`src/rtl/cgp_eval_pkg.sv`:
```
// Shared types and helpers for the CGP evaluation controller.
// Holds the FSM state encoding, default widths and a saturating accumulator.
package cgp_eval_pkg;

   localparam int VEC_W_DEF = 10;
   localparam int ERR_W     = 14;

   typedef enum logic [2:0] {
      IDLE,
      APPLY,
      SETTLE,
      SAMPLE,
      DONE
   } state_e;

   // Saturating add used by every bit-count accumulator in the block.
   function automatic logic [ERR_W-1:0] sat_add(input logic [ERR_W-1:0] acc,
                                                input logic [ERR_W-1:0] inc);
      logic [ERR_W:0] sum;
      sum = {1'b0, acc} + {1'b0, inc};
      return sum[ERR_W] ? {ERR_W{1'b1}} : sum[ERR_W-1:0];
   endfunction

endpackage

```
`src/rtl/cgp_popcount.sv`:
```
// Parameterised combinational population count.
// Output width is just wide enough to hold W.
module cgp_popcount #(
   parameter int W  = 10,
   parameter int CW = $clog2(W + 1)
) (
   input  logic [W-1:0]  i_vec,
   output logic [CW-1:0] o_count
);

   always_comb begin
      // NOTE: assigning a default first keeps combinational blocks latch-free.
      o_count = '0;
      for (int i = 0; i < W; i++) begin
         o_count = o_count + CW'(i_vec[i]);
      end
   end

endmodule

```
`src/rtl/cgp_eval_ctrl.sv`:
```
// Sequences test vectors through a CGP circuit and counts mismatched output bits.
// Optional toggle counter on the sampled outputs is enabled by CGP_EVAL_TOGGLE_EN.
module cgp_eval_ctrl
   import cgp_eval_pkg::*;
#(
   parameter int SETTLE_W = 8,
   parameter int VEC_W    = VEC_W_DEF
) (
   input  logic                clk,
   input  logic                rst,
   input  logic                start,
   input  logic [VEC_W-1:0]    vec_last,
   input  logic [SETTLE_W-1:0] settle,
   output logic [VEC_W-1:0]    dut_in,
   input  logic [VEC_W-1:0]    dut_out,
   output logic [VEC_W-1:0]    exp_addr,
   input  logic [VEC_W-1:0]    exp_data,
   output logic                busy,
   output logic                done,
   output logic [ERR_W-1:0]    err_count
`ifdef CGP_EVAL_TOGGLE_EN
   ,
   output logic [ERR_W-1:0]    tog_count
`endif
);

   localparam int CNT_W = $clog2(VEC_W + 1);

   state_e              r_state;
   state_e              w_next;
   logic [VEC_W-1:0]    r_idx;
   logic [VEC_W-1:0]    r_last;
   logic [SETTLE_W-1:0] r_settle;
   logic [SETTLE_W-1:0] r_cnt;
   logic [ERR_W-1:0]    r_err;
   logic [CNT_W-1:0]    w_err_bits;

   cgp_popcount #(.W(VEC_W)) u_err_pop (
      .i_vec   (dut_out ^ exp_data),
      .o_count (w_err_bits)
   );

   always_ff @(posedge clk) begin
      // NOTE: sequential state always uses non-blocking assignments.
      if (rst) r_state <= IDLE;
      else     r_state <= w_next;
   end

   always_comb begin
      w_next = r_state;
      case (r_state)
         IDLE:    if (start) w_next = APPLY;
         APPLY:   w_next = (r_settle != '0) ? SETTLE : SAMPLE;
         SETTLE:  if (r_cnt == SETTLE_W'(1)) w_next = SAMPLE;
         SAMPLE:  w_next = (r_idx == r_last) ? DONE : APPLY;
         DONE:    w_next = IDLE;
         default: w_next = IDLE;
      endcase
   end

   // Run parameters are frozen at start so mid-run input changes are harmless.
   always_ff @(posedge clk) begin
      if (rst) begin
         r_idx    <= '0;
         r_last   <= '0;
         r_settle <= '0;
         r_cnt    <= '0;
         r_err    <= '0;
      end else begin
         case (r_state)
            IDLE: begin
               if (start) begin
                  r_idx    <= '0;
                  r_err    <= '0;
                  r_last   <= vec_last;
                  r_settle <= settle;
               end
            end
            APPLY:  r_cnt <= r_settle;
            SETTLE: r_cnt <= r_cnt - SETTLE_W'(1);
            SAMPLE: begin
               r_err <= sat_add(r_err, ERR_W'(w_err_bits));
               if (r_idx != r_last) r_idx <= r_idx + VEC_W'(1);
            end
            default: ;
         endcase
      end
   end

`ifdef CGP_EVAL_TOGGLE_EN
   logic [VEC_W-1:0] r_prev;
   logic             r_first;
   logic [ERR_W-1:0] r_tog;
   logic [CNT_W-1:0] w_tog_bits;

   cgp_popcount #(.W(VEC_W)) u_tog_pop (
      .i_vec   (dut_out ^ r_prev),
      .o_count (w_tog_bits)
   );

   // The first sample of a run has no predecessor, so it only seeds r_prev.
   always_ff @(posedge clk) begin
      if (rst) begin
         r_prev  <= '0;
         r_first <= 1'b1;
         r_tog   <= '0;
      end else if (r_state == IDLE && start) begin
         r_first <= 1'b1;
         r_tog   <= '0;
      end else if (r_state == SAMPLE) begin
         if (!r_first) r_tog <= sat_add(r_tog, ERR_W'(w_tog_bits));
         r_prev  <= dut_out;
         r_first <= 1'b0;
      end
   end

   assign tog_count = r_tog;
`endif

   assign dut_in    = r_idx;
   assign exp_addr  = r_idx;
   assign err_count = r_err;
   assign busy      = (r_state != IDLE);
   assign done      = (r_state == DONE);

endmodule

```
`config.mk`:
```
export PLATFORM = sky130hd
export DESIGN_NAME = cgp_eval_ctrl
export DESIGN_NICKNAME = d
export VERILOG_FILES = /design/src/rtl/cgp_eval_pkg.sv /design/src/rtl/cgp_popcount.sv /design/src/rtl/cgp_eval_ctrl.sv
export SDC_FILE = /design/constraint.sdc
export NUM_CORES = 1
export LEC_CHECK = 0
export BUFFER_PORTS_ARGS = -buffer_cell sky130_fd_sc_hd__buf_2
export CORE_MARGIN = 1
export CORE_UTILIZATION = 35
export CTS_BUF_LIST = sky130_fd_sc_hd__clkbuf_16
export DETAILED_ROUTE_END_ITERATION = 8
export HOLD_SLACK_MARGIN = 0.05
export PLACE_DENSITY = 0.69
export SYNTH_ARGS = -nofsm -noshare
export SYNTH_HDL_FRONTEND = slang
export SYNTH_HIERARCHICAL = 1
export SYNTH_SLANG_ARGS = --single-unit
```
`constraint.sdc`:
```
create_clock -name clk -period 4.29 [get_ports clk]
set_clock_uncertainty 0.05 [all_clocks]
set_input_delay 0.2145 -clock clk [delete_from_list [all_inputs] [get_ports clk]]
set_output_delay 0.2145 -clock clk [all_outputs]
set_load 0.03 [all_outputs]
```
; Word level (Yosys, flattened, before mapping)
; Cells that the tools add are included.
[totals]
register_bits = 53
input_bits = 41
output_inout_bits = 36
elab_cells = 50
[classes]
n_addsub = 12
n_eq_ne = 10
muxes = 12
n_bitwise = 1
reduce_logical = 9
[op_table]
columns = cell, n
row1 = 4-bit by 1-bit adder with 4-bit output, 8
row2 = 14-bit 2-to-1 mux, 2
row3 = 14-bit one-hot mux with 2 select lines, 1
row4 = 10-bit 2-to-1 mux, 2
row5 = 10-bit one-hot mux with 2 select lines, 1
row6 = 8-bit one-hot mux with 2 select lines, 1
row7 = 14-bit by 4-bit adder with 15-bit output, 1
row8 = 3-bit one-hot mux with 4 select lines, 1
row9 = "10-bit by 1-bit adder with 10-bit output, second input constant", 1
row10 = 10-bit == test, 1
row11 = 10-bit != test, 1
row12 = 10-bit bitwise XOR, 1
row13 = 3-bit 2-to-1 mux, 3
row14 = "8-bit by 1-bit == test with 1-bit output, second input constant", 1
row15 = 8-bit nonzero test, 1
row16 = "8-bit by 1-bit subtractor with 8-bit output, second input constant", 1
row17 = "3-bit by 2-bit == test with 1-bit output, second input constant", 2
row18 = "2-bit != test, second input constant", 3
row19 = 2-bit AND reduction, 3
row20 = 2-bit nonzero test, 2
row21 = "3-bit by 1-bit == test with 1-bit output, second input constant", 1
row22 = "3-bit == test, second input constant", 1
row23 = 3-bit logical NOT, 1
row24 = 3-bit AND reduction, 1
row25 = 3 further kinds, 3

; Logic depth before layout (Yosys ltp)
; Gate-level depths: netlist of run 1.
[logic_depth]
ltp_word = 13
mapped_depth = 19
ltp_nobuf = 18

; Hierarchy
; Netlist of run 1, hierarchy kept.
[modules_own_cells]
columns = mod, n_inst, cells_each, area_each_um2, seq_area_each_um2
row1 = cgp_eval_ctrl, 1, 360, 2902.8, 1061.0
row2 = cgp_popcount, 1, 28, 226.5, 0.0

; Worst setup path before layout of run 1
; Ideal clock, no wire load.
[synth_path]
path_kind = in2reg
start = in dut_out[0]
end = reg r_err[11], in the netlist err_count[11]
setup_ns = 0.116
arrival_time_ns = 4.320
t_required_ns = 4.124
setup_slack_ns = -0.196
path_stages = 18
n_path_buf = 0
cell_sequence = xor2_1 -> inv_1 -> fa_1 -> inv_1 -> fa_1 -> inv_1 -> fa_1 -> inv_1 -> ha_1 -> inv_1 -> fa_1 -> inv_1 -> fa_1 -> a21o_1 -> a21oi_2 -> nor3_1 -> or4_1 -> o211a_1
[synth_via]
elab_chain_len = 13
[synth_lines]
columns = item, line_no
row1 = "start, declared", cgp_eval_ctrl.sv:15  ; input logic [VEC_W-1:0] dut_out,
row2 = 10-bit bitwise XOR, cgp_eval_ctrl.sv:39  ; .i_vec (dut_out ^ exp_data),
row3 = 1-bit by 1-bit adder with 2-bit output, cgp_popcount.sv:15  ; o_count = o_count + CW'(i_vec[i]);
row4 = 4-bit by 1-bit adder with 4-bit output (8 in series), cgp_popcount.sv:15
row5 = net w_err_bits[1], cgp_eval_ctrl.sv:36  ; logic [CNT_W-1:0] w_err_bits;
row6 = 14-bit by 4-bit adder with 15-bit output, cgp_eval_pkg.sv:20  ; sum = {1'b0, acc} + {1'b0, inc};
row7 = 14-bit 2-to-1 mux, cgp_eval_pkg.sv:21  ; return sum[ERR_W] ? {ERR_W{1'b1}} : sum[ERR_W-1:0];
row8 = 14-bit one-hot mux with 2 select lines, cgp_eval_ctrl.sv:70  ; case (r_state)
row9 = "end signal, assigned", cgp_eval_ctrl.sv:82  ; r_err <= sat_add(r_err, ERR_W'(w_err_bits));
row10 = "end, declared", cgp_eval_ctrl.sv:35  ; logic [ERR_W-1:0] r_err;
; The timed path passes the listed nets, and every way through them passes these cells.
; A chain may end at the register's enable or synchronous reset.

; Worst setup path in the final report of run 1
[layout_path]
start = in exp_data[0]
end = reg r_err[11], in the netlist err_count[11]
[layout_via]
elab_chain_len = 13
[layout_lines]
columns = item, line_no
row1 = "start, declared", cgp_eval_ctrl.sv:17  ; input logic [VEC_W-1:0] exp_data,
row2 = 10-bit bitwise XOR, cgp_eval_ctrl.sv:39
row3 = 1-bit by 1-bit adder with 2-bit output, cgp_popcount.sv:15
row4 = 4-bit by 1-bit adder with 4-bit output (8 in series), cgp_popcount.sv:15
row5 = net w_err_bits[1], cgp_eval_ctrl.sv:36
row6 = 14-bit by 4-bit adder with 15-bit output, cgp_eval_pkg.sv:20
row7 = 14-bit 2-to-1 mux, cgp_eval_pkg.sv:21
row8 = 14-bit one-hot mux with 2 select lines, cgp_eval_ctrl.sv:70
; The timed path passes the listed nets, and every way through them passes these cells.

==> flow_summary.toml, run 1 <==
[outcome]
outcome = "complete, no violations"

[logic_synthesis]
yosysTopAreaCell = "dfxtp_1"
synth.area.top_cells = "dfxtp_1 34%, a21oi_1 8.0%, nand2_1 7.3%"
synth-main-ff-cell = "dfxtp_1"
synth_top_area_share_pct = 33.9
yosys_warnings = 6
syn_avg_cell_area_sq_um = 8.07
syn_area_sq_um = 3130
syn_inst = 388
ys_seq_area_share_pct = 33.9
synth.distinct_cells = 54
async_reset_ff_share_pct = 0
synth_edf_count = 0
syn-num-nets = 445
ys_seq_elements = 53

[cts]
clkSinkCount = 53
cts_buffer_depth = 2
cts.htree.levels = 2
cts_tree = "done"
clock-root-buffer = "clkbuf_16"
clock_latency_ns = 0.29
cts_buffers = 5
cts.clk_slew.worst_paths_ns = 0.07
postCtsHoldBufs = 0

[power_and_ir_drop]
combPwrFrac_pct = 37.8
switching_power_mw = 0.579
p_int_mw = 1.08
pwr-share-clk_pct = 26.6
sw_frac_of_total_pct = 35.0
pwr-share-seq_pct = 35.6
max-vdd-ir-drop_mv = 0.207
p_leak_nw = 1.66
power.total_mw = 1.66
p_per_area_nw_per_um2 = 438

[global_routing]
grt_pass1_wl_mm = 11.9
grt_pass1_vias = 2662
gr-total-overflow = 0
antenna_found_initial = 0
grt_max_degree = 43
track_usage_pct = 16.0

[drt]
drt-pass1-iter-count = 4
dr_wl_met3_um = 370
met2WireLength_mm = 3.36
top_layer = "met4"
vias = 2896
drtIter0Drc = 101
wirelength_mm = 7.15
drc_errors = 0
drt-met1-wl_mm = 3.37
antenna_left = 0
vias_per_cell = 5.16
drt-wirelength-per-cell_um = 12.7

[place]
place_inst = 553
dp_hpwl_mm = 5.29
io_buffers = 76
gp_congestion = 0.834
dpl_worst_slack_ns = -0.195

[layout]
n_fill_cell = 898
finalNonFillerCells = 561
fin_util_pct = 43.6
n_antenna_cell = 0
nets = 510
drive_above_1_share_pct = 24.5
area_delta_synth_final_pct = 20.8

[timing]
tightest_slew_ns = 0.984
finalCritPeriodShare_pct = 97.8
hold_viol_final = 0
setup-violations-final = 0
fmax_ghz = 0.238
fin_hold_ws_ns = 0.106
fin_ws_ns = 0.0944
post-route-min-period_ns = 4.20
slew_headroom_pct = 34.2
rsz0062_at_grt = "true"
slew_violations = 0

[worst_setup_path]
cpMostUsedCell = "inv_1"
worstReg2RegEnd = "dut_in[9]"
critPathArrivalTime_ns = 4.32
r2r_cells = 6
crit_buf_inv = 7
reg2reg_from = "r_state[2]"
crit_type = "in -> reg"
path_max_fanout = 5
crit_family = "adder cells"
required_ns = 4.42
start_kind = "input port"
crit_path_end_kind = "flop"
crit_path_end = "err_count[11]"
max_stage_delay_ns = 0.53
crit_path_start = "exp_data[0]"
crit_cells = 19
slowest_stage = "fa_1"
rrSetupSlack_ns = 1.88
crit_path_cell_trace = "buf_2, xor2_1, inv_1, fa_1, inv_1, fa_1, inv_1, fa_1, inv_1, ha_2, inv_1, fa_1, inv_2, fa_2, a21o_1, a21oi_4, nor3_4, or4_4, o211a_1"

[floorplan]
core_area_sq_um = 8680
num_rows = 34
fp.dieW_um = 96.6
die_y_um = 96.6
die-area_sq_um = 9320
io_pins = 77
start_util_pct = 36.1

[min_path]
min_path_type = "in -> reg"
hp-start = "vec_last[8]"

[run]
cap_violations = 0
-- sequential cells by signal, indices dropped and copies added, names as in the netlist --
signal,flops
dut_in,10
err_count,14
r_cnt,8
r_last,10
r_settle,8
r_state,3
-- final cells by class --
type / count / area [sq um] / area share, %
Clock buffer: 5 / 125 / 3.31
Clock inverter: 2 / 35.0 / 0.927
Inverter: 28 / 105 / 2.78
Multi-Input combinational cell: 279 / 1860 / 49.3
Sequential cell: 53 / 1060 / 28.1
Tap cell: 108 / 135 / 3.57
Timing Repair Buffer: 86 / 455 / 12.0
-- cell usage in the layout, fill, tap and decap left out, types with 3 or more instances in the layout --
| cell type | synthesis | routed |
|---|---|---|
| nor3_1 | 14 | 13 |
| clkbuf_16 | 0 | 5 |
| and3_1 | 3 | 3 |
| o211ai_1 | 7 | 7 |
| o21ai_0 | 11 | 11 |
| buf_4 | 13 | 10 |
| mux2i_1 | 3 | 3 |
| fa_1 | 7 | 6 |
| a2111o_1 | 5 | 5 |
| or3_1 | 4 | 3 |
| a21oi_1 | 50 | 49 |
| nor2_1 | 11 | 11 |
| nor4_1 | 5 | 5 |
| xor2_1 | 21 | 21 |
| o2111ai_1 | 4 | 4 |
| nand2_1 | 61 | 61 |
| nand2b_1 | 3 | 3 |
| dfxtp_1 | 53 | 53 |
| nand3_1 | 10 | 10 |
| nand4_1 | 7 | 7 |
| inv_1 | 28 | 27 |
| ha_1 | 9 | 7 |
| buf_2 | 3 | 76 |
-- worst min-delay path by stage --
| stage | depth (start not counted) | end | slack, ns |
|---|---|---|---|
| final | 3 | r_last[8] | 0.11 |
| after global placement | 3 | r_last[8] | 0.41 |
| after floorplan | 2 | r_settle[6] | 0.30 |
| after detailed placement | 3 | r_last[8] | 0.41 |
| after CTS | 3 | r_last[8] | 0.11 |
| after global routing | 3 | r_settle[5] | 0.12 |
-- tightest hold or removal path, cell delays in order --
cell	delay, ns
buf_2	0.09
nand2_1	0.04
a21oi_1	0.05
-- logic make-up (layout without fill, tap and decap cells) --
| kind of cell | after synthesis | after routing | share of synthesized area, % |
|---|---|---|---|
| AND/OR/NAND/NOR | 136 | 136 | 21.6 |
| AO/OA/AOI/OAI | 101 | 101 | 20.6 |
| buffers and inverters | 56 | 121 | 8.44 |
| flip-flops | 53 | 53 | 33.9 |
| XOR/XNOR | 23 | 23 | 6.44 |
| adder cells (fa/ha/maj) | 16 | 16 | 8.08 |
| multiplexers | 3 | 3 | 0.960 |
-- layer usage --
metal / up-vias / GRT usage, %
li1: 1481 / -
met1: 1330 / 20.6
met2: 81 / 28.1
met3: 4 / 2.50
met4: 0 / 3.68
met5: - / 0
-- power by group through the flow --
stage	sequential (mW)	combinational [mW]	clock [mW]
final	0.589	0.625	0.441
after global routing	0.598	0.712	0.473
after CTS	0.588	0.594	0.452
after detailed placement	0.599	0.590	0
after global placement	0.597	0.576	0
after floorplan	0.585	0.440	0
-- through the flow --
stage	instance area, sq um	TNS, ns
4_1_cts	3730	0
5_1_grt	3780	-0.407
3_5_place_dp	3570	-1.62
3_3_place_gp	3570	-0.895
2_1_floorplan	3150	0
6_report	3780	0
-- synthesized netlist by cell type, drive strengths merged (7+ instances only) --
| cell type | n |
|---|---|
| nand2 | 62 |
| dfxtp | 53 |
| a21oi | 51 |
| inv | 28 |
| xor2 | 21 |
| buf | 16 |
| nor3 | 14 |
| clkbuf | 12 |
| o21ai | 12 |
| nor2 | 11 |
| nand3 | 10 |
| ha | 9 |
| fa | 7 |
| nand4 | 7 |
| o211ai | 7 |
-- timing repair --
item / in CTS / in global routing
resized for setup: 0 / 8
endpoints found under the setup margin: 0 / 8
setup buffers: 0 / 1
(Power assumes the default switching activity.)
==> inputs of run 2 (changes only) <==
- ABC_AREA: unset -> 1
==> run 2 against run 1 <==
  * Critical path depth increased by 3
  * Area after synthesis is 8.4% higher
  * Final cell count increased by 23%
  * Wire length rose by 12%
  * Combinational power is 13% lower
  * Sequential cell count unchanged
  * Via count is 14% higher
  * Final area increased by 4.9%
  * Worst setup slack improved by 0.21 ns
  * Critical path type unchanged
==> flow_summary.toml, run 2 <==
[timing]
finalSetupTns_ns = 0
slew_violations = 0
setup-violations-final = 0
slew_headroom_pct = 53.6
post-route-min-period_ns = 3.98
hold_viol_final = 0
fin_hold_ws_ns = 0.120
finalCritPeriodShare_pct = 92.9
fmax_ghz = 0.251
rsz0062_at_grt = "false"
tightest_slew_ns = 0.696

[power_and_ir_drop]
max-vdd-ir-drop_mv = 0.172
p_per_area_nw_per_um2 = 380
p_leak_nw = 1.86

[drt]
wirelength_mm = 8.02
antenna_left = 0
drt-pass1-iter-count = 4
drc_errors = 0
vias = 3314
drt-wirelength-per-cell_um = 11.6
vias_per_cell = 4.80
drtIter0Drc = 136

[logic_synthesis]
syn_inst = 496
ys_seq_area_share_pct = 31.3
yosys_warnings = 6
syn-num-nets = 553
synth_most_common_cell = "nand2_1"
async_reset_ff_share_pct = 0
syn_area_sq_um = 3390
netlist_top_cells_count = "125 x nand2_1, 72 x inv_1, 53 x dfxtp_1, 44 x nand3_1, 41 x a21oi_1"
synth-main-ff-cell = "dfxtp_1"
syn_avg_cell_area_sq_um = 6.84
yosysTopAreaCell = "dfxtp_1"
synth_edf_count = 0
synth_top_area_share_pct = 31.3
synth.distinct_cells = 40
ys_seq_elements = 53
synth.area.top_cells = "dfxtp_1 31%, nand2_1 14%, inv_1 8.0%"

[floorplan]
core_area_sq_um = 9330
fp.dieW_um = 100
die-area_sq_um = 10100
die_y_um = 100
num_rows = 35
start_util_pct = 36.4
io_pins = 77

[worst_setup_path]
required_ns = 4.45
crit_path_end_kind = "flop"
critPathArrivalTime_ns = 4.15
rrSetupSlack_ns = 2.43
r2r_cells = 9
reg2reg_from = "err_count[0]"
worstReg2RegEnd = "err_count[1]"
start_kind = "input port"
path_max_fanout = 5
crit_type = "in -> reg"

[cts]
cts_buffers = 5
clock_latency_ns = 0.29
clkSinkCount = 53
cts.clk_slew.worst_paths_ns = 0.07
cts_buffer_depth = 2
clock-root-buffer = "clkbuf_16"
cts.htree.levels = 2
cts_tree = "done"
postCtsHoldBufs = 0

[layout]
fin_area_sq_um = 3970
drive_above_1_share_pct = 18.7
n_antenna_cell = 0
area_delta_synth_final_pct = 16.9
multi_input_area_sq_um = 1920
final_common_cell = "nand2_1"
finalNonFillerCells = 690
seqCellArea_sq_um = 1060
final_cell_mix = "123 x nand2_1, 76 x buf_2, 74 x inv_1"
nets = 617
n_fill_cell = 965
largest_reg_flops = 14

[place]
io_buffers = 76
dpl_cell_area_sq_um = 3810
place_inst = 681
gp_congestion = 0.835
dp_hpwl_mm = 6.03

[outcome]
outcome = "complete, no violations"

[global_routing]
grt_pass1_vias = 3135
antenna_found_initial = 0
grt_pass1_wl_mm = 14.0
grt_max_degree = 38
track_usage_pct = 17.0
gr-total-overflow = 0

[min_path]
holdPathStages = 3
min_path_type = "in -> reg"
whs_endpoint = "r_settle[5]"
hp-start = "settle[5]"

[run]
cap_violations = 0
[run 2: cell count changes after synthesis, sizes merged, moves of 8 or more]
cell	before	now
a21oi	51	43
inv	28	76
nand2	62	129
nand3	10	47
nor2	11	35
nor3	14	5
o21ai	12	20
[run 2: worst max-delay path, stage by stage]
cell,delay (ns)
buf_2,0.10
xor2_1,0.15
inv_1,0.08
fa_1,0.54
inv_1,0.05
fa_1,0.49
inv_1,0.04
fa_1,0.42
inv_1,0.06
ha_1,0.17
inv_1,0.06
fa_1,0.38
nand2_1,0.08
nand2_1,0.05
ha_2,0.36
nand3_1,0.09
nand2_2,0.13
nand2_2,0.09
nor2_4,0.14
nand4_4,0.12
buf_4,0.18
a31oi_1,0.11
[run 2: cell type report]
class                      instances  area share (%)
tap                              129            4.07
clock buffer                       5            3.15
timing repair buffer              77            9.78
sequential                        53            26.7
inverter                          77            7.41
multi-input combinational        346            48.5
clock inverter                     3           0.378
[run 2: cell families (layout without fill, tap and decap cells)]
family,count (synthesis),in the layout,share of synthesized area (%)
simple gates,236,236,32.2
buf+inv,97,162,12.3
compound gates,76,76,12.1
flops,53,53,31.3
xor+xnor,18,18,4.65
fa+ha+maj,16,16,7.45
[run 2: stage by stage]
step / total power [mW] / setup WS [ns] / utilization (%)
after floorplan: 1.00 / 0.334 / -
after global placement: 1.11 / 0.0308 / 40.9
after detailed placement: 1.13 / -0.0807 / 40.9
after CTS: 1.52 / 0.210 / 42.4
after global routing: 1.64 / 0.00558 / 42.5
final: 1.51 / 0.305 / 42.5
[run 2: where the power goes]
| group | total [mW] | internal (mW) | switching (mW) |
|---|---|---|---|
| clock network | 0.389 | 0.212 | 0.177 |
| logic | 0.544 | 0.200 | 0.344 |
| registers | 0.573 | 0.539 | 0.0342 |
| total | 1.51 | 0.951 | 0.554 |
[run 2: worst max path at each step]
stage                 from           end  slack (ns)
2_1_floorplan   dut_out[0]  err_count[5]        0.33
3_3_place_gp   exp_data[0]  err_count[5]        0.03
3_5_place_dp   exp_data[0]  err_count[5]       -0.08
4_1_cts        exp_data[0]  err_count[5]        0.21
5_1_grt        exp_data[0]  err_count[9]       0.006
6_report       exp_data[0]  err_count[1]        0.31
[run 2: layer usage]
| metal | up-vias | GRT usage, % | share of wire [%] |
|---|---|---|---|
| li1 | 1717 | - | - |
| met1 | 1503 | 21.8 | 45 |
| met2 | 90 | 29.1 | 49 |
| met3 | 4 | 3.19 | 5.4 |
| met4 | 0 | 5.13 | 0.60 |
| met5 | - | 0 | 0 |
[run 2: timing repair]
action	4_1_cts	5_1_grt
endpoints found under the setup margin	0	4
endpoints found under the hold margin	0	0
setup buffers	0	1
gates resized for setup	0	4
==> inputs of run 3 (changes only) <==
==> constraint.sdc (replaced) <==
create_clock -name clk -period 4.29 [get_ports clk]
set_clock_uncertainty 0.05 [all_clocks]
set_input_delay 0.858 -clock clk [delete_from_list [all_inputs] [get_ports clk]]
set_output_delay 0.858 -clock clk [all_outputs]
set_load 0.03 [all_outputs]
==> run 3 against run 2 <==
  * The run now ends with setup timing left
  * Largest cell class unchanged
  * Die area stayed put
  * Wire length rose by 2.1%
  * Highest routed layer unchanged
  * Sequential power barely moved
==> flow_summary.toml, run 3 (synthesis results as in run 2) <==
[drt]
drtIter0Drc = 96
vias_per_cell = 4.79
antenna_left = 0
drt-wirelength-per-cell_um = 11.7
drc_errors = 0
wirelength_mm = 8.19
drt-pass1-iter-count = 4
vias = 3355

[floorplan]
fp.dieW_um = 100
io_pins = 77
die-area_sq_um = 10100
start_util_pct = 36.4
die_y_um = 100
core_area_sq_um = 9330
num_rows = 35

[layout]
seqCellArea_sq_um = 1060
drive_above_1_share_pct = 23.3
area_delta_synth_final_pct = 22.8
final_common_cell = "nand2_1"
fin_util_pct = 44.7
n_antenna_cell = 0
fin_area_sq_um = 4170
largest_reg_flops = 14
multi_input_area_sq_um = 2030
final_cell_mix = "119 x nand2_1, 75 x buf_2, 71 x inv_1"
n_fill_cell = 954
nets = 627

[global_routing]
gr-total-overflow = 0
grt_max_degree = 38
track_usage_pct = 16.9
grt_pass1_wl_mm = 13.8
grt_pass1_vias = 3136
antenna_found_initial = 0

[power_and_ir_drop]
power.total_mw = 1.66
sw_frac_of_total_pct = 35.5
pwr-share-clk_pct = 26.6
p_leak_nw = 1.95
p_per_area_nw_per_um2 = 398
p_int_mw = 1.07
switching_power_mw = 0.588
combPwrFrac_pct = 38.8
max-vdd-ir-drop_mv = 0.170
pwr-share-seq_pct = 34.5

[cts]
clock_latency_ns = 0.29
clock-root-buffer = "clkbuf_16"
cts.clk_slew.worst_paths_ns = 0.07
cts_tree = "done"
cts.htree.levels = 2
cts_buffer_depth = 2
clkSinkCount = 53
cts_buffers = 5

[outcome]
outcome = "finished, violations left"
violations = "setup timing"

[timing]
hold_viol_final = 0
slew_violations = 0
setup-violations-final = 14
rsz0062_at_grt = "true"
finalCritPeriodShare_pct = 103
slew_headroom_pct = 53.6
fmax_ghz = 0.226
fin_hold_ws_ns = 0.422
tightest_slew_ns = 0.696
fin_ws_ns = -0.134
post-route-min-period_ns = 4.42

[place]
dpl_worst_slack_ns = -0.518
dpl_cell_area_sq_um = 3920
gp_congestion = 0.825
io_buffers = 76
dp_hpwl_mm = 6.09

[worst_setup_path]
required_ns = 4.45
path_max_fanout = 5
slowest_stage = "fa_1"
crit_path_cell_trace = "buf_6, xor2_1, inv_1, fa_1, inv_1, fa_1, inv_1, fa_1, inv_1, ha_2, inv_2, fa_2, nand2_2, nand2_2, ha_4, nand3_2, nand2_4, nand2_4, nor2_4, nand4_4, and2_4, a21oi_1"
crit_path_end_kind = "flop"
start_kind = "input port"
crit_type = "in -> reg"
rrSetupSlack_ns = 2.51
max_stage_delay_ns = 0.53
cpMostUsedCell = "inv_1"
critPathArrivalTime_ns = 4.59

[min_path]
min_path_type = "reg -> reg"

[run]
cap_violations = 0
## run 3: repair_timing
item,CTS,global route
hold endpoints to repair,0,0
setup endpoints to repair,14,14
gates resized for setup,12,3
cloned,1,0
hold buffers,0,0
buffers inserted,1,0
pin swaps,12,3
## run 3: final cells by class
cell class              count  area share (%)
clock buffers               5            3.00
clock inverters             3           0.901
multi-input cells         347            48.6
well taps                 129            3.87
inverters                  77            7.05
repair buffers             86            11.1
flip-flops and latches     53            25.5
## run 3: worst max-delay path: cells and delay by family
family | cells | cell delay, ns
and+or+nand+nor | 8 | 0.86
xor gates and xnor gates | 1 | 0.13
adders and majority gates | 6 | 2.26
buffers and inverters | 6 | 0.37
AOI/OAI and AO/OA | 1 | 0.10
## run 3: power by group through the flow
stage	Clock, mW	Combinational (mW)	Sequential [mW]
global route	0.473	0.742	0.579
detailed placement	0	0.607	0.583
finish	0.441	0.645	0.573
CTS	0.453	0.626	0.572
global placement	0	0.587	0.582
floorplan	0	0.455	0.581
## run 3: metrics by stage
stage                     TNS (ns)  std cells
final                        -1.18        700
after global routing         -4.63        700
after CTS                    -1.08        700
after detailed placement     -5.97        690
after global placement       -5.03        690
after floorplan              -1.82        496
## run 3: path summary, 6_finish.rpt
check,endpoint,startpoint,depth (start not counted)
worst max-delay path,err_count[5],dut_out[0],22
worst min-delay path,r_last[2],r_last[2],2
worst max register to register,err_count[5],r_state[0],9
worst min register to register,r_last[2],r_last[2],2
## run 3: layer usage
metal / share of wire [%] / global-route usage, %
met5: 0 / 0
met4: 1.1 / 4.01
met3: 4.3 / 2.36
met2: 48 / 29.3
met1: 46 / 22.1
